**config.mk**
```make
export PLATFORM = sky130hd
export DESIGN_NAME = uart_tx_ctrl
export DESIGN_NICKNAME = d
export VERILOG_FILES = /design/src/rtl/uart_pkg.sv /design/src/rtl/uart_cyc_timer.sv /design/src/rtl/uart_tx_ctrl.sv
export SDC_FILE = /design/constraint.sdc
export NUM_CORES = 1
export LEC_CHECK = 0
export BUFFER_PORTS_ARGS = -buffer_cell sky130_fd_sc_hd__buf_2
export CAP_MARGIN = 20
export CORE_ASPECT_RATIO = 0.6
export CORE_MARGIN = 10
export CORE_UTILIZATION = 58
export DETAILED_ROUTE_END_ITERATION = 10
export HOLD_SLACK_MARGIN = 0.06
export PLACE_DENSITY = 0.82
export SLEW_MARGIN = 20
export SYNTH_ARGS = -nofsm -noshare
export SYNTH_HDL_FRONTEND = slang
export SYNTH_HIERARCHICAL = 1
export SYNTH_SLANG_ARGS = --single-unit
```
**constraint.sdc**
```tcl
create_clock -name clk_in -period 6.7 [get_ports clk_in]
set_clock_uncertainty 0.05 [all_clocks]
set_input_delay 0.335 -clock clk_in [delete_from_list [all_inputs] [get_ports clk_in]]
set_output_delay 0.335 -clock clk_in [all_outputs]
set_load 0.05 [all_outputs]
```
**src/rtl/uart_pkg.sv**
```systemverilog
// Shared types and defaults for the UART transmit sequencer.
// Holds the controller state encoding and the default parameter values.
package uart_pkg;

  typedef enum logic [2:0] {
    S_IDLE  = 3'd0,
    S_POP   = 3'd1,
    S_LOAD  = 3'd2,
    S_START = 3'd3,
    S_WAIT  = 3'd4,
    S_GAP   = 3'd5
  } state_t;

  localparam int DATA_W_DEF      = 8;
  localparam int GAP_CYC_DEF     = 16;
  localparam int TIMEOUT_CYC_DEF = 2048;
  localparam int CNT_W_DEF       = 16;

  function automatic int max2(input int a, input int b);
    return (a > b) ? a : b;
  endfunction

endpackage

```
**src/rtl/uart_cyc_timer.sv**
```systemverilog
// Loadable down-counter with a zero flag.
// Saturates at zero; load has priority over decrement.
module uart_cyc_timer #(
  parameter int W = 11
) (
  input  logic         clk_in,
  input  logic         rst_in,
  input  logic         load,
  input  logic [W-1:0] load_val,
  input  logic         dec,
  output logic         zero
);

  logic [W-1:0] cnt;

  always_ff @(posedge clk_in) begin
    if (rst_in) begin
      cnt <= '0;
    end else if (load) begin
      cnt <= load_val;
    end else if (dec && cnt != '0) begin
      cnt <= cnt - W'(1);
    end
  end

  assign zero = (cnt == '0);

endmodule

```
**src/rtl/uart_tx_ctrl.sv**
```systemverilog
// Sequencer between the UART TX FIFO and the UART transmitter.
// Pops, loads, strobes start, waits for done, then holds the gap.
module uart_tx_ctrl
  import uart_pkg::*;
#(
  parameter int DATA_W      = DATA_W_DEF,
  parameter int GAP_CYC     = GAP_CYC_DEF,
  parameter int TIMEOUT_CYC = TIMEOUT_CYC_DEF,
  parameter int CNT_W       = CNT_W_DEF
) (
  input  logic              clk_in,
  input  logic              rst_in,
  input  logic              en_in,
  input  logic              fifo_empty_in,
  output logic              fifo_rd_en_out,
  input  logic [DATA_W-1:0] fifo_data_in,
  input  logic              tx_busy_in,
  input  logic              tx_done_in,
  output logic              tx_start_out,
  output logic [DATA_W-1:0] tx_data_out,
  output logic [CNT_W-1:0]  frame_cnt_out,
  output logic              idle_out,
  output logic              err_out,
  input  logic              err_clr_in
);

  localparam int TW = $clog2(max2(TIMEOUT_CYC, GAP_CYC));
  localparam bit HAS_GAP = (GAP_CYC > 0);
  localparam logic [TW-1:0] TO_LD = TW'(TIMEOUT_CYC - 1);
  localparam logic [TW-1:0] GAP_LD = TW'(HAS_GAP ? GAP_CYC - 1 : 0);

  state_t        state;
  logic          tmr_load;
  logic          tmr_dec;
  logic          tmr_zero;
  logic [TW-1:0] tmr_val;

  // Timeout count spans START plus WAIT_DONE, so it is loaded leaving LOAD.
  always_comb begin
    tmr_load = 1'b0;
    tmr_val  = TO_LD;
    tmr_dec  = 1'b0;
    if (state == S_LOAD) begin
      tmr_load = 1'b1;
    end else if (state == S_WAIT && tx_done_in && HAS_GAP) begin
      tmr_load = 1'b1;
      tmr_val  = GAP_LD;
    end else begin
      tmr_dec = (state == S_START) ||
                (state == S_WAIT) ||
                (state == S_GAP);
    end
  end

  uart_cyc_timer #(
    .W (TW)
  ) u_tmr (
    .clk_in   (clk_in),
    .rst_in   (rst_in),
    .load     (tmr_load),
    .load_val (tmr_val),
    .dec      (tmr_dec),
    .zero     (tmr_zero)
  );

  always_ff @(posedge clk_in) begin
    if (rst_in) begin
      state          <= S_IDLE;
      fifo_rd_en_out <= 1'b0;
      tx_start_out   <= 1'b0;
      tx_data_out    <= '0;
      frame_cnt_out  <= '0;
      idle_out       <= 1'b1;
      err_out        <= 1'b0;
    end else begin
      fifo_rd_en_out <= 1'b0;
      tx_start_out   <= 1'b0;
      if (err_clr_in) err_out <= 1'b0;
      unique case (state)
        S_IDLE: begin
          if (en_in && !fifo_empty_in && !tx_busy_in) begin
            state          <= S_POP;
            fifo_rd_en_out <= 1'b1;
            idle_out       <= 1'b0;
          end
        end
        S_POP: state <= S_LOAD;
        S_LOAD: begin
          tx_data_out  <= fifo_data_in;
          tx_start_out <= 1'b1;
          state        <= S_START;
        end
        S_START: state <= S_WAIT;
        S_WAIT: begin
          if (tx_done_in) begin
            frame_cnt_out <= frame_cnt_out + CNT_W'(1);
            if (HAS_GAP) begin
              state <= S_GAP;
            end else begin
              state    <= S_IDLE;
              idle_out <= 1'b1;
            end
          end else if (tmr_zero) begin
            err_out  <= 1'b1;
            state    <= S_IDLE;
            idle_out <= 1'b1;
          end
        end
        S_GAP: begin
          if (tmr_zero) begin
            state    <= S_IDLE;
            idle_out <= 1'b1;
          end
        end
        default: begin
          state    <= S_IDLE;
          idle_out <= 1'b1;
        end
      endcase
    end
  end

endmodule

```
# Word level (Yosys, flattened, before mapping)
# Cells that the tools add are included.
dict set report word_totals {
  register_bits 42
  input_bits 15
  out_inout_bits 28
  elab_cells 57
}
dict set report op_classes {
  add_sub_neg 2
  n_eq_ne 7
  muxes 22
  bitwise 2
  n_reduce_logical 16
}
# cell n
set ops {}
lappend ops {{2-to-1 mux 11 bit} 4}
lappend ops {{one-hot mux 3 bit (6 select lines)} 1}
lappend ops {{adder 16 x 1 -> 16 bit (second input constant)} 1}
lappend ops {{2-to-1 mux 1 bit} 13}
lappend ops {{zero test 11 bit} 1}
lappend ops {{nonzero test 11 bit} 1}
lappend ops {{subtractor 11 x 1 -> 11 bit (second input constant)} 1}
lappend ops {{2-to-1 mux 3 bit} 3}
lappend ops {{== test 3 x 2 -> 1 bit (second input constant)} 2}
lappend ops {{== test 3 bit (second input constant)} 2}
lappend ops {{logical AND 1 bit} 4}
lappend ops {{inequality test 2 bit (second input constant)} 2}
lappend ops {{one-hot mux 1 bit (4 select lines)} 1}
lappend ops {{== test 3 x 1 -> 1 bit (second input constant)} 1}
lappend ops {{zero test 3 bit} 1}
lappend ops {{AND reduction 3 bit} 1}
lappend ops {{OR reduction 3 bit} 1}
lappend ops {{zero test 1 bit} 2}
lappend ops {{logical OR 1 bit} 2}
lappend ops {{inverter 1 bit} 2}
lappend ops {{AND reduction 2 bit} 1}
lappend ops {{nonzero test 2 bit} 1}
lappend ops {{OR reduction 2 bit} 1}

# Logic depth before layout (Yosys ltp)
# Gate-level depths: netlist (run 1).
dict set report logic_depth {
  word_depth 8
  ltp_mapped 9
  depth_no_buf 8
}

# Hierarchy
# The synthesis (run 1) kept the hierarchy.
# mod n_inst cells_per_inst area_per_inst_um2 seq_area_each_um2
set by_module_without_submodules {}
lappend by_module_without_submodules {uart_tx_ctrl 1 163 1352.5 620.6}
lappend by_module_without_submodules {uart_cyc_timer 1 77 674.4 220.2}

# Worst setup path after synthesis (run 1)
# Ideal clock, no wire load.
dict set report synth_timing {
  path_type {reg2reg}
  from {register state[0]}
  to {register u_tmr.cnt[1]}
  setup_time_ns 0.071
  arrival_time_ns 2.100
  required_time_ns 6.579
  path_slack_ns 4.479
  stages_incl_launch_ff 10
  path_buffers 3
  period_less_slack_ns 2.221
  cell_sequence {dfxtp_1 > buf_2 > and4bb_4 > inv_2 > clkbuf_1 > nand2_1 > inv_1 > clkbuf_1 > o221ai_1 > a21oi_1}
}
dict set report synth_between {
  word_cells_on_any_way 15
  cone_classes {eq/ne (4); mux (6); reduce/logical (5)}
}
# item line_no
set synth_rtl {}
lappend synth_rtl {{start: declaration} uart_tx_ctrl.sv:32} ;# state_t state;
lappend synth_rtl {{start signal: assignment} uart_tx_ctrl.sv:68} ;# state <= S_IDLE;
lappend synth_rtl {{start signal: assignment} uart_tx_ctrl.sv:82} ;# state <= S_POP;
lappend synth_rtl {{start signal: assignment} uart_tx_ctrl.sv:87} ;# S_POP: state <= S_LOAD;
lappend synth_rtl {{== test 3 bit} uart_tx_ctrl.sv:45} ;# end else if (state == S_WAIT && tx_done_in && HAS_GAP) begin
lappend synth_rtl {{logical AND 1 bit} uart_tx_ctrl.sv:45}
lappend synth_rtl {{2-to-1 mux 1 bit} uart_tx_ctrl.sv:45}
lappend synth_rtl {{2-to-1 mux 1 bit (*)} uart_tx_ctrl.sv:43} ;# if (state == S_LOAD) begin
lappend synth_rtl {{named net tmr_load} uart_tx_ctrl.sv:33} ;# logic tmr_load;
lappend synth_rtl {{2-to-1 mux 11 bit / nonzero test 2 bit (equally long branches)} -}
lappend synth_rtl {{end signal: assignment} uart_cyc_timer.sv:20} ;# cnt <= load_val;
lappend synth_rtl {{end signal: assignment} uart_cyc_timer.sv:22} ;# cnt <= cnt - W'(1);
lappend synth_rtl {{end: declaration} uart_cyc_timer.sv:14} ;# logic [W-1:0] cnt;
# Mark *: on every way through the listed nets, which the timed path passes. The rest lies on a longest branch.
# A chain may end at the register's enable or synchronous reset.

# Worst setup path in the final report (run 1)
dict set report layout_timing {
  from {register state[2]}
  to {register u_tmr.cnt[7]}
}
dict set report layout_between {
  elab_chain_len 7
  word_cells_on_any_way 16
  cone_classes {eq/ne (4); mux (7); reduce/logical (5)}
}
# item line_no
set layout_rtl {}
lappend layout_rtl {{== test 3 x 2 -> 1 bit / == test 3 bit (equally long branches)} {uart_tx_ctrl.sv:49, uart_tx_ctrl.sv:45, uart_tx_ctrl.sv:50}}
lappend layout_rtl {{logical OR 1 bit} uart_tx_ctrl.sv:49} ;# tmr_dec = (state == S_START) ||
lappend layout_rtl {{logical OR 1 bit} uart_tx_ctrl.sv:50} ;# (state == S_WAIT) ||
lappend layout_rtl {{2-to-1 mux 1 bit} uart_tx_ctrl.sv:45}
lappend layout_rtl {{2-to-1 mux 1 bit (*)} uart_tx_ctrl.sv:43}
lappend layout_rtl {{named net tmr_dec} uart_tx_ctrl.sv:34} ;# logic tmr_dec;
lappend layout_rtl {{logical AND 1 bit (*)} uart_cyc_timer.sv:21} ;# end else if (dec && cnt != '0) begin
lappend layout_rtl {{nonzero test 2 bit (no source line) (*)} -}
# Marked as above.

==> run_results.csv, run 1 <==
group,metric,value,unit
worst_setup_path,reg2reg_depth,6,
worst_setup_path,cp_top_family,"compound AO/OA/AOI/OAI gates",
worst_setup_path,r2r-start,"state[2]$_SDFFE_PP0P_",
sta,layout_min_cycle_time,2407,ps
floorplanning,die_x,96.32,um
place,gp_congestion,0.9288,
worst_setup_path,path_max_fanout,9,
worst_setup_path,end_kind,"flop",
cts,clk_pin_slew,70,ps
floorplanning,ios,43,
power_and_ir_drop,p_comb_share,31.0,%
logic_synthesis,synthCells,240,
logic_synthesis,synth-async-reset-ratio,0,%
place,port_buffers,42,
drt,drtAntennaViolNets,0,
logic_synthesis,synth_edf_count,0,
sta,post-route-period-util,35.92,%
hold_path,whs_path_depth,3,
power_and_ir_drop,p_sw_share,36.92,%
logic_synthesis,netlist_area,2027,sq um
drt,drcViolationCount,0,
sta,drv_slew,0,
power_and_ir_drop,p_seq_share,45.9,%
place,place_hpwl,3.424,mm
cells_and_area,syn2layout_area_growth,14.01,%
worst_setup_path,critPathKind,"reg2reg",
sta,tightest_slew,817.1,ps
cts,htree_levels,2,
hold_path,min_to,"tx_data_out[1]$_SDFFE_PP0P_",
run_status,status,"complete, no violations",
logic_synthesis,synth_flop_cell,"dfxtp_1",
floorplanning,die_area,6337,sq um
worst_setup_path,r2r-end,"u_tmr/cnt[7]$_SDFFE_PP0P_",
cts,insertion_delay,300,ps
grt,grt_pass1_wl,8.217,mm
job,maxCapViolCount,0,
hold_path,min_path_type,"in2reg",
drt,wl_per_cell,14.62,um
sta,relSlewSlack,45.11,%
worst_setup_path,crit_path_max_incr_delay,500,ps
drt,vias,1810,
sta,clock.fmax,415.5,MHz
sta,setup_viol,0,
logic_synthesis,yosys_register_bits,42,
cts,cts_buffers,5,
cts,clkSinkCount,42,
cts,tritoncts,"yes",
cells_and_area,finalNetCount,297,
power_and_ir_drop,total_power,0.6677,mW
worst_setup_path,start_kind,"flop",
cells_and_area,diodes,0,
drt,viasPerCell,5.569,
power_and_ir_drop,p_leak,0.8915,nW
logic_synthesis,yosysSeqAreaShare,41.48,%
sta,tns,0,ps
worst_setup_path,crit_path_top_delay_cell,"or3b_1",
cts,clock-root-buffer,"clkbuf_8",
cts,cts_buffer_depth,2,
cts,cts-resized-gates,0,
cts,postCtsSetupBuffers,0,
sta,hold_viol_final,0,
power_and_ir_drop,power.internal,0.4211,mW
cells_and_area,drive_gt1_share,21.07,%
cells_and_area,final_cell_mix,"dfxtp_1 (42), buf_2 (42), nand2_1 (32)",
drt,drtPass1Iterations,4,
power_and_ir_drop,power.switching,0.2465,mW
sta,rsz0062_at_grt,"no",
logic_synthesis,synth_top_cell_by_area,"dfxtp_1",
hold_path,hold_start,"fifo_data_in[1]",
grt,grt_overflow,0,
floorplanning,start_util,61.36,%
logic_synthesis,synth_top_area_share,41.48,%
logic_synthesis,ys_warn_count,6,
grt,grt_pass1_vias,1740,
grt,antenna_found_initial,0,
worst_setup_path,critPathRequiredTime,6870,ps
worst_setup_path,ff2ff_setup_slack,4290,ps
power_and_ir_drop,clockPowerShare,23.1,%
floorplanning,die_y,65.79,um
worst_setup_path,worst_ep_arrival_time,2580,ps
grt,grt_max_degree,43,
drt,drtIter0Drc,147,
logic_synthesis,ys_types,54,
worst_setup_path,crit_chain,"nand2b_1, o21ai_0, or3b_1, a2111oi_2, xnor2_1, a211oi_2",
power_and_ir_drop,p_per_area,288.9,nW/um^2
grt,grt_usage,16.14,%
cts,hold_buffers,0,
logic_synthesis,synth_area_leaders,"dfxtp_1 (41%), nand2_1 (5.9%), xnor2_1 (5.2%), nor2_1 (5.0%), a21oi_1 (4.4%)",
power_and_ir_drop,max-vdd-ir-drop,0.1629,mV
worst_setup_path,cp_num_buf_inv,0,
floorplanning,row_count,16,
drt,wl,4.753,mm
floorplanning,core,3303,sq um
logic_synthesis,syn_area_per_cell,8.446,sq um
## power groups by stage
stage	logic, mW	clock network [mW]	registers [mW]
2_1_floorplan	0.159	0	0.324
3_3_place_gp	0.201	0	0.310
3_5_place_dp	0.202	0	0.311
4_1_cts	0.204	0.159	0.305
5_1_grt	0.229	0.169	0.311
6_report	0.207	0.155	0.306
## logic make-up after synthesis
| logic type | share of synthesized area (%) |
|---|---|
| flops | 41.48 |
| mux | 1.049 |
| xor+xnor | 6.482 |
| other cells | 0.1850 |
| buf+inv | 5.123 |
| fa+ha+maj | 1.234 |
| compound gates | 17.53 |
| simple gates | 26.91 |
## flip-flops by register name, indices dropped and copies added (netlist names)
register        flops
err_out             1
fifo_rd_en_out      1
frame_cnt_out      16
idle_out            1
state               3
tx_data_out         8
tx_start_out        1
u_tmr/cnt          11
## worst register-to-register path, stage by stage, from the launching register on
cell       delay (ps)
dfxtp_1           470
nand2b_1          160
o21ai_0           390
or3b_1            500
a2111oi_2         420
xnor2_1           130
a211oi_2          210
## worst max-delay path by stage
stage	start	slack, ps	cells after the start	endpoint
CTS	state[2]$_SDFFE_PP0P_	4320	6	u_tmr/cnt[7]$_SDFFE_PP0P_
finish	state[2]$_SDFFE_PP0P_	4290	6	u_tmr/cnt[7]$_SDFFE_PP0P_
floorplan	state[0]$_SDFFE_PP0P_	4480	9	u_tmr/cnt[1]$_SDFFE_PP0P_
detailed placement	state[1]$_SDFFE_PP0P_	4340	6	u_tmr/cnt[7]$_SDFFE_PP0P_
global placement	u_tmr/cnt[0]$_SDFFE_PP0P_	4480	7	err_out$_SDFF_PP0_
global route	state[2]$_SDFFE_PP0P_	4070	6	u_tmr/cnt[7]$_SDFFE_PP0P_
## layout make-up
| class | count | area [sq um] |
|---|---|---|
| tap | 45 | 56.30 |
| sequential | 42 | 840.8 |
| multi-input combinational | 180 | 1094 |
| inverter | 9 | 33.78 |
| fill | 278 | 992.2 |
| clock buffer | 7 | 76.32 |
| timing repair buffer | 42 | 210.2 |
## metal layers
layer	part of all wire (%)	track usage [%]	vias to the layer above
li1	-	-	918
met1	51	22.52	829
met2	40	22.24	56
met3	8.2	5.442	7
met4	1.4	5.957	0
met5	0	0	-
## synth_stat cells, types with 2 or more instances
library cell	instances
dfxtp_1	42
nand2_1	32
nor2_1	27
a21oi_1	18
xnor2_1	12
inv_1	8
nor3_1	7
clkbuf_1	6
nand3_1	6
a211oi_1	5
nor4_1	5
o21ai_0	4
or3_1	4
buf_6	3
nand2b_1	3
nand4_1	3
nor2b_1	3
nor3b_1	3
xor2_1	3
a2111oi_2	2
a311oi_1	2
and2_1	2
and3_1	2
buf_2	2
ha_1	2
nand3b_1	2
o21a_1	2
o21ai_1	2
o31ai_1	2
or4_4	2
## stage by stage
stage | setup slack, ps | instances | utilization (%) | cell area [sq um] | hold slack [ps]
after floorplan | 4479 | 243 | - | 2038 | 421.0
after global placement | 4478 | 318 | 67.65 | 2235 | 390.3
after detailed placement | 4345 | 318 | 67.65 | 2235 | 394.2
after CTS | 4324 | 325 | 69.96 | 2311 | 216.1
after global routing | 4070 | 325 | 69.96 | 2311 | 235.1
final | 4293 | 325 | 69.96 | 2311 | 221.4
Note: power is estimated with default switching activity, not from simulation.
==> inputs of run 2 (changes only) <==
--- a/config.mk
+++ b/config.mk
@@ -5,14 +5,15 @@
 export SDC_FILE = /design/constraint.sdc
 export NUM_CORES = 1
 export LEC_CHECK = 0
+export ABC_AREA = 1
 export BUFFER_PORTS_ARGS = -buffer_cell sky130_fd_sc_hd__buf_2
 export CAP_MARGIN = 20
 export CORE_ASPECT_RATIO = 0.6
 export CORE_MARGIN = 10
-export CORE_UTILIZATION = 58
+export CORE_UTILIZATION = 55
 export DETAILED_ROUTE_END_ITERATION = 10
 export HOLD_SLACK_MARGIN = 0.06
-export PLACE_DENSITY = 0.82
+export PLACE_DENSITY = 0.77
 export SLEW_MARGIN = 20
 export SYNTH_ARGS = -nofsm -noshare
 export SYNTH_HDL_FRONTEND = slang
==> constraint.sdc (replaced) <==
create_clock -name clk_in -period 2.34 [get_ports clk_in]
set_clock_uncertainty 0.05 [all_clocks]
set_input_delay 0.117 -clock clk_in [delete_from_list [all_inputs] [get_ports clk_in]]
set_output_delay 0.117 -clock clk_in [all_outputs]
set_load 0.05 [all_outputs]
==> run_results.csv, run 2 <==
group,metric,value,unit
cells_and_area,diodes,0,
grt,grt_pass1_wl,9.246,mm
hold_path,hold_start,"tx_done_in",
cts,cts_buffers,5,
logic_synthesis,synth_top_cell_by_area,"dfxtp_1",
logic_synthesis,synthCells,320,
logic_synthesis,ys_warn_count,6,
floorplanning,die_x,102.3,um
drt,drtIter0Drc,132,
place,placedInstanceArea,2492,sq um
worst_setup_path,critPathKind,"reg2reg",
drt,wl_per_cell,13.18,um
worst_setup_path,reg2reg_depth,7,
worst_setup_path,path_max_fanout,17,
sta,tns,0,ps
sta,layout_min_cycle_time,1816,ps
floorplanning,die_area,7096,sq um
power_and_ir_drop,p_per_area,952.8,nW/um^2
logic_synthesis,synth-async-reset-ratio,0,%
worst_setup_path,critPathRequiredTime,2480,ps
sta,post-route-period-util,77.62,%
sta,drv_slew,0,
cells_and_area,syn2layout_area_growth,21.11,%
sta,hold_viol_final,0,
cts,clkSinkCount,42,
cells_and_area,finalNetCount,396,
grt,grt_pass1_vias,1920,
worst_setup_path,start_kind,"flop",
drt,drtAntennaViolNets,0,
logic_synthesis,synth.most_common_cell,"nand2_1",
logic_synthesis,synth_flop_cell,"dfxtp_1",
logic_synthesis,synthTopCellsByCount,"nand2_1 (69), dfxtp_1 (42), nor2_1 (32), inv_1 (31), nand3_1 (31)",
floorplanning,die_y,69.38,um
power_and_ir_drop,p_leak,1.228,nW
cts,clk_pin_slew,90,ps
logic_synthesis,synth_top_area_share,37.63,%
cells_and_area,final_area,2706,sq um
floorplanning,start_util,59.02,%
cts,tritoncts,"yes",
grt,grt_max_degree,24,
grt,grt_usage,15.86,%
sta,hold-worst-slack,127.7,ps
power_and_ir_drop,max-vdd-ir-drop,0.4979,mV
worst_setup_path,r2r-start,"state[0]$_SDFFE_PP0P_",
cells_and_area,top_regs,"frame_cnt_out x16, u_tmr/cnt x11, tx_data_out x8",
sta,fin_ws,523.7,ps
floorplanning,row_count,17,
worst_setup_path,r2r-end,"u_tmr/cnt[6]$_SDFFE_PP0P_",
worst_setup_path,crit_chain,"clkinv_1, nand2_1, nand2_1, inv_2, nand3_1, nor2_1, nor3_2",
cells_and_area,final_cell_mix,"nand2_1 (69), dfxtp_1 (42), buf_2 (42)",
sta,setup_viol,0,
drt,vias,2180,
logic_synthesis,synth_area_leaders,"dfxtp_1 (38%), nand2_1 (12%), nand3_1 (6.9%), a21oi_1 (6.3%), nor2_1 (5.4%)",
cells_and_area,drive_gt1_share,21.84,%
cts,insertion_delay,300,ps
hold_path,whs_path_depth,4,
cts,cts_buffer_depth,2,
worst_setup_path,crit_path_top_delay_cell,"dfxtp_1",
logic_synthesis,netlist_area,2235,sq um
power_and_ir_drop,total_power,2.579,mW
logic_synthesis,syn_area_per_cell,6.983,sq um
logic_synthesis,ys_types,35,
floorplanning,core,3786,sq um
cells_and_area,largest_register_ffs,16,
drt,drtPass1Iterations,4,
sta,clock.fmax,550.6,MHz
worst_setup_path,end_kind,"flop",
cts,clock-root-buffer,"clkbuf_8",
drt,wl,5.628,mm
floorplanning,ios,43,
logic_synthesis,yosysSeqAreaShare,37.63,%
cells_and_area,top_register,"frame_cnt_out",
logic_synthesis,yosys_register_bits,42,
logic_synthesis,synth_edf_count,0,
grt,antenna_found_initial,0,
hold_path,min_path_type,"in2reg",
drt,drcViolationCount,0,
worst_setup_path,worst_ep_arrival_time,1960,ps
cts,htree_levels,2,
cells_and_area,final_common_cell,"nand2_1",
sta,rsz0062_at_grt,"no",
place,pre_cts_slack,575.3,ps
place,place_hpwl,4.129,mm
run_status,status,"complete, no violations",
grt,grt_overflow,0,
worst_setup_path,cpMostUsedCell,"nand2_1",
worst_setup_path,ff2ff_setup_slack,520,ps
job,maxCapViolCount,0,
worst_setup_path,crit_path_max_incr_delay,510,ps
place,port_buffers,42,
place,gp_congestion,0.9584,
hold_path,min_to,"err_out$_SDFF_PP0_",
drt,viasPerCell,5.105,
cts,cts-resized-gates,0,
==> run 2: cell count changes after synthesis, sizes merged, moves of 6 or more <==
| cell | previous run | this run |
|---|---|---|
| nand2 | 32 | 73 |
| inv | 9 | 40 |
| nand3 | 6 | 34 |
| nor2 | 27 | 42 |
| o21ai | 6 | 18 |
| a21oi | 18 | 29 |
| xnor2 | 12 | 3 |
| a211oi | 6 | 0 |
==> run 2: layout make-up <==
class                   count  area, sq um
repair buffers             57        352.8
inverters                  41        153.9
fillers                   328         1080
clock buffers               5        68.82
multi-input cells         232         1206
well taps                  47        58.81
flip-flops and latches     42        840.8
clock inverters             3        25.02
==> run 2: stage by stage <==
| step | utilization [%] | cells |
|---|---|---|
| 2_1_floorplan | - | 323 |
| 3_3_place_gp | 65.83 | 407 |
| 3_5_place_dp | 65.83 | 407 |
| 4_1_cts | 71.22 | 426 |
| 5_1_grt | 71.48 | 427 |
| 6_report | 71.48 | 427 |
==> run 2: worst max path at each step <==
stage | startpoint | end | slack, ps | cells after the start
3_5_place_dp | state[0]$_SDFFE_PP0P_ | u_tmr/cnt[6]$_SDFFE_PP0P_ | 580 | 7
6_report | state[0]$_SDFFE_PP0P_ | u_tmr/cnt[6]$_SDFFE_PP0P_ | 520 | 7
4_1_cts | state[0]$_SDFFE_PP0P_ | u_tmr/cnt[6]$_SDFFE_PP0P_ | 540 | 7
5_1_grt | state[0]$_SDFFE_PP0P_ | u_tmr/cnt[7]$_SDFFE_PP0P_ | 320 | 8
2_1_floorplan | state[1]$_SDFFE_PP0P_ | u_tmr/cnt[6]$_SDFFE_PP0P_ | 470 | 10
3_3_place_gp | state[0]$_SDFFE_PP0P_ | u_tmr/cnt[6]$_SDFFE_PP0P_ | 600 | 7
==> run 2: logic make-up after synthesis <==
group | count (synthesis) | share of synthesized area (%)
mux | 1 | 0.4479
fa+ha+maj | 2 | 1.120
simple gates | 169 | 37.35
other cells | 1 | 0.1678
flops | 42 | 37.63
buf+inv | 49 | 8.902
compound gates | 47 | 10.86
xor+xnor | 9 | 3.528
==> run 2: critical path, delay by kind of cell (launching register included) <==
family,cells,cell delay (ps)
buffers and inverters,2,540
DFF,1,510
and+or+nand+nor,5,620
==> run 2: layer usage <==
layer,share of wire [%],GRT usage (%),vias to the layer above,routed length [um]
li1,-,-,1143,-
met3,11,5.456,4,632
met1,52,24.63,953,2908
met2,37,19.49,80,2060
met5,0,0,-,0
met4,0.48,3.704,0,27
==> run 2: what timing repair did <==
item                                   4_1_cts  5_1_grt
setup endpoints to repair                    0        0
hold buffers                                11        1
endpoints found under the hold margin       12        1
setup buffers                                0        0
==> run 2: power breakdown <==
| part | switching (mW) | leakage (nW) | total (mW) | internal, mW |
|---|---|---|---|---|
| Sequential | 0.111 | 0.340 | 0.920 | 0.809 |
| Clock | 0.266 | 0.0447 | 0.482 | 0.215 |
| Combinational | 0.758 | 0.843 | 1.18 | 0.419 |
| Total | 1.14 | 1.23 | 2.58 | 1.44 |
==> inputs of run 3 (changes only) <==
==> constraint.sdc (replaced) <==
create_clock -name clk_in -period 1.8 [get_ports clk_in]
set_clock_uncertainty 0.05 [all_clocks]
set_input_delay 0.09 -clock clk_in [delete_from_list [all_inputs] [get_ports clk_in]]
set_output_delay 0.09 -clock clk_in [all_outputs]
set_load 0.05 [all_outputs]
==> run_results.csv, run 3 (synthesized netlist as in run 2, its figures left out) <==
group,metric,value,unit
cells_and_area,top_regs,"frame_cnt_out x16, u_tmr/cnt x11, tx_data_out x8",
cells_and_area,n_fill_cell,299,
grt,antenna_found_initial,0,
cells_and_area,drive_gt1_share,23.88,%
grt,grt_max_degree,18,
drt,drcViolationCount,0,
sta,tns,0,ps
floorplanning,ios,43,
cells_and_area,multi_input_area,1211,sq um
cells_and_area,largest_register_ffs,16,
place,port_buffers,42,
sta,setup_viol,0,
grt,grt_pass1_wl,9.418,mm
cts,clk_pin_slew,90,ps
drt,drtPass1Iterations,5,
worst_setup_path,crit_path_max_incr_delay,420,ps
worst_setup_path,cp_num_buf_inv,3,
drt,viasPerCell,5.124,
job,maxCapViolCount,0,
cells_and_area,top_register,"frame_cnt_out",
cells_and_area,final-seq-area,844.6,sq um
floorplanning,start_util,59.02,%
worst_setup_path,start_kind,"flop",
power_and_ir_drop,p_seq_share,32.8,%
cells_and_area,final_cells,428,
floorplanning,die_x,102.3,um
cts,insertion_delay,300,ps
grt,grt_overflow,0,
worst_setup_path,end_kind,"flop",
drt,wl_per_cell,13.35,um
drt,vias,2193,
cts,postCtsSetupBuffers,0,
floorplanning,row_count,17,
worst_setup_path,worst_ep_arrival_time,1820,ps
sta,rsz0062_at_grt,"no",
power_and_ir_drop,power.internal,2.170,mW
cts,cts_buffer_depth,2,
sta,hold_viol_final,0,
worst_setup_path,cp_top_family,"simple AND/OR/NAND/NOR gates",
power_and_ir_drop,p_sw_share,40.75,%
cells_and_area,diodes,0,
cells_and_area,utilization,73.03,%
cts,clkSinkCount,42,
cts,tritoncts,"yes",
floorplanning,die_y,69.38,um
place,numPlacedInstances,409,
place,gp_congestion,0.9449,
cells_and_area,final_cell_mix,"nand2_1 (69), buf_2 (42), dfxtp_1 (39)",
worst_setup_path,crit_path_top_delay_cell,"dfxtp_2",
cts,clock-root-buffer,"clkbuf_8",
power_and_ir_drop,p_comb_share,42.8,%
worst_setup_path,crit_chain,"inv_2, nor2_4, nand2_1, inv_1, o21ai_0, inv_1, nand2_4, nand3_1, nand2_1, nor2_1, nor2_1",
worst_setup_path,path_max_fanout,10,
drt,drtAntennaViolNets,0,
worst_setup_path,critPathRequiredTime,1940,ps
cts,htree_levels,2,
power_and_ir_drop,max-vdd-ir-drop,0.8485,mV
sta,layout_min_cycle_time,1682,ps
power_and_ir_drop,total_power,3.662,mW
cells_and_area,final_common_cell,"nand2_1",
floorplanning,core,3786,sq um
place,place_hpwl,4.161,mm
power_and_ir_drop,p_per_area,1324,nW/um^2
cts,cts_buffers,5,
grt,grt_usage,16.00,%
grt,grt_pass1_vias,1938,
power_and_ir_drop,p_leak,1.258,nW
sta,drv_slew,0,
power_and_ir_drop,clockPowerShare,24.4,%
cells_and_area,syn2layout_area_growth,23.74,%
sta,post-route-period-util,93.43,%
power_and_ir_drop,power.switching,1.492,mW
hold_path,min_path_type,"in2reg",
cells_and_area,finalNetCount,397,
sta,clock.fmax,594.7,MHz
sta,hold-worst-slack,90.07,ps
drt,drtIter0Drc,136,
drt,wl,5.715,mm
worst_setup_path,critPathKind,"reg2reg",
floorplanning,die_area,7096,sq um
run_status,status,"complete, no violations",
run 3: cell types whose count changed in the layout (fill, tap and decap cells not counted), sizes merged:
cell,change
buf,+2
bufinv,+2
clkinvlp,-1
dlygate4sd3,-1
inv,-1
run 3: metal layers:
metal	global-route usage (%)	routed length, um	vias to the layer above
li1	-	-	1150
met1	23.85	2938	955
met2	21.75	2184	83
met3	4.663	563	5
met4	3.241	28	0
met5	0	0	-
run 3: cell type report:
cell class | count | share of cell area [%]
Inverter | 41 | 5.611
Clock buffer | 5 | 2.489
Tap cell | 47 | 2.127
Clock inverter | 3 | 2.489
Timing Repair Buffer | 58 | 12.94
Sequential cell | 42 | 30.54
Multi-Input combinational cell | 232 | 43.80
run 3: path summary, 6_finish.rpt:
kind | cells after the start | slack [ps] | end | startpoint
worst max-delay path | 11 | 120 | u_tmr/cnt[7]$_SDFFE_PP0P_ | state[1]$_SDFFE_PP0P_
worst min-delay path | 4 | 90 | err_out$_SDFF_PP0_ | tx_done_in
worst max register to register | 11 | 120 | u_tmr/cnt[7]$_SDFFE_PP0P_ | state[1]$_SDFFE_PP0P_
worst min register to register | 2 | 410 | tx_data_out[3]$_SDFFE_PP0P_ | tx_data_out[3]$_SDFFE_PP0P_
run 3: worst register-to-register path, stage by stage (launching register included):
cell and delay, ps:
dfxtp_2 420, inv_2 80, nor2_4 210, nand2_1 80, inv_1 70, o21ai_0 70
inv_1 130, nand2_4 130, nand3_1 100, nand2_1 50, nor2_1 120, nor2_1 70
run 3: stage by stage:
step | setup slack (ps) | area [sq um]
after floorplan | 14.77 | 2248
after global placement | 131.2 | 2510
after detailed placement | 121.3 | 2510
after CTS | 103.4 | 2758
after global routing | 0.2371 | 2765
final | 118.4 | 2765
run 3: power by group through the flow:
stage | clock [mW] | sequential (mW) | combinational (mW)
floorplan | 0 | 1.29 | 1.13
detailed placement | 0 | 1.21 | 1.49
global route | 0.961 | 1.22 | 1.74
global placement | 0 | 1.21 | 1.49
finish | 0.893 | 1.20 | 1.57
CTS | 0.909 | 1.19 | 1.53
run 3: timing repair:
action / in CTS / in global routing
hold endpoints to repair: 10 / 0
hold buffers: 11 / 0
gates resized for setup: 0 / 4
setup endpoints to repair: 0 / 3
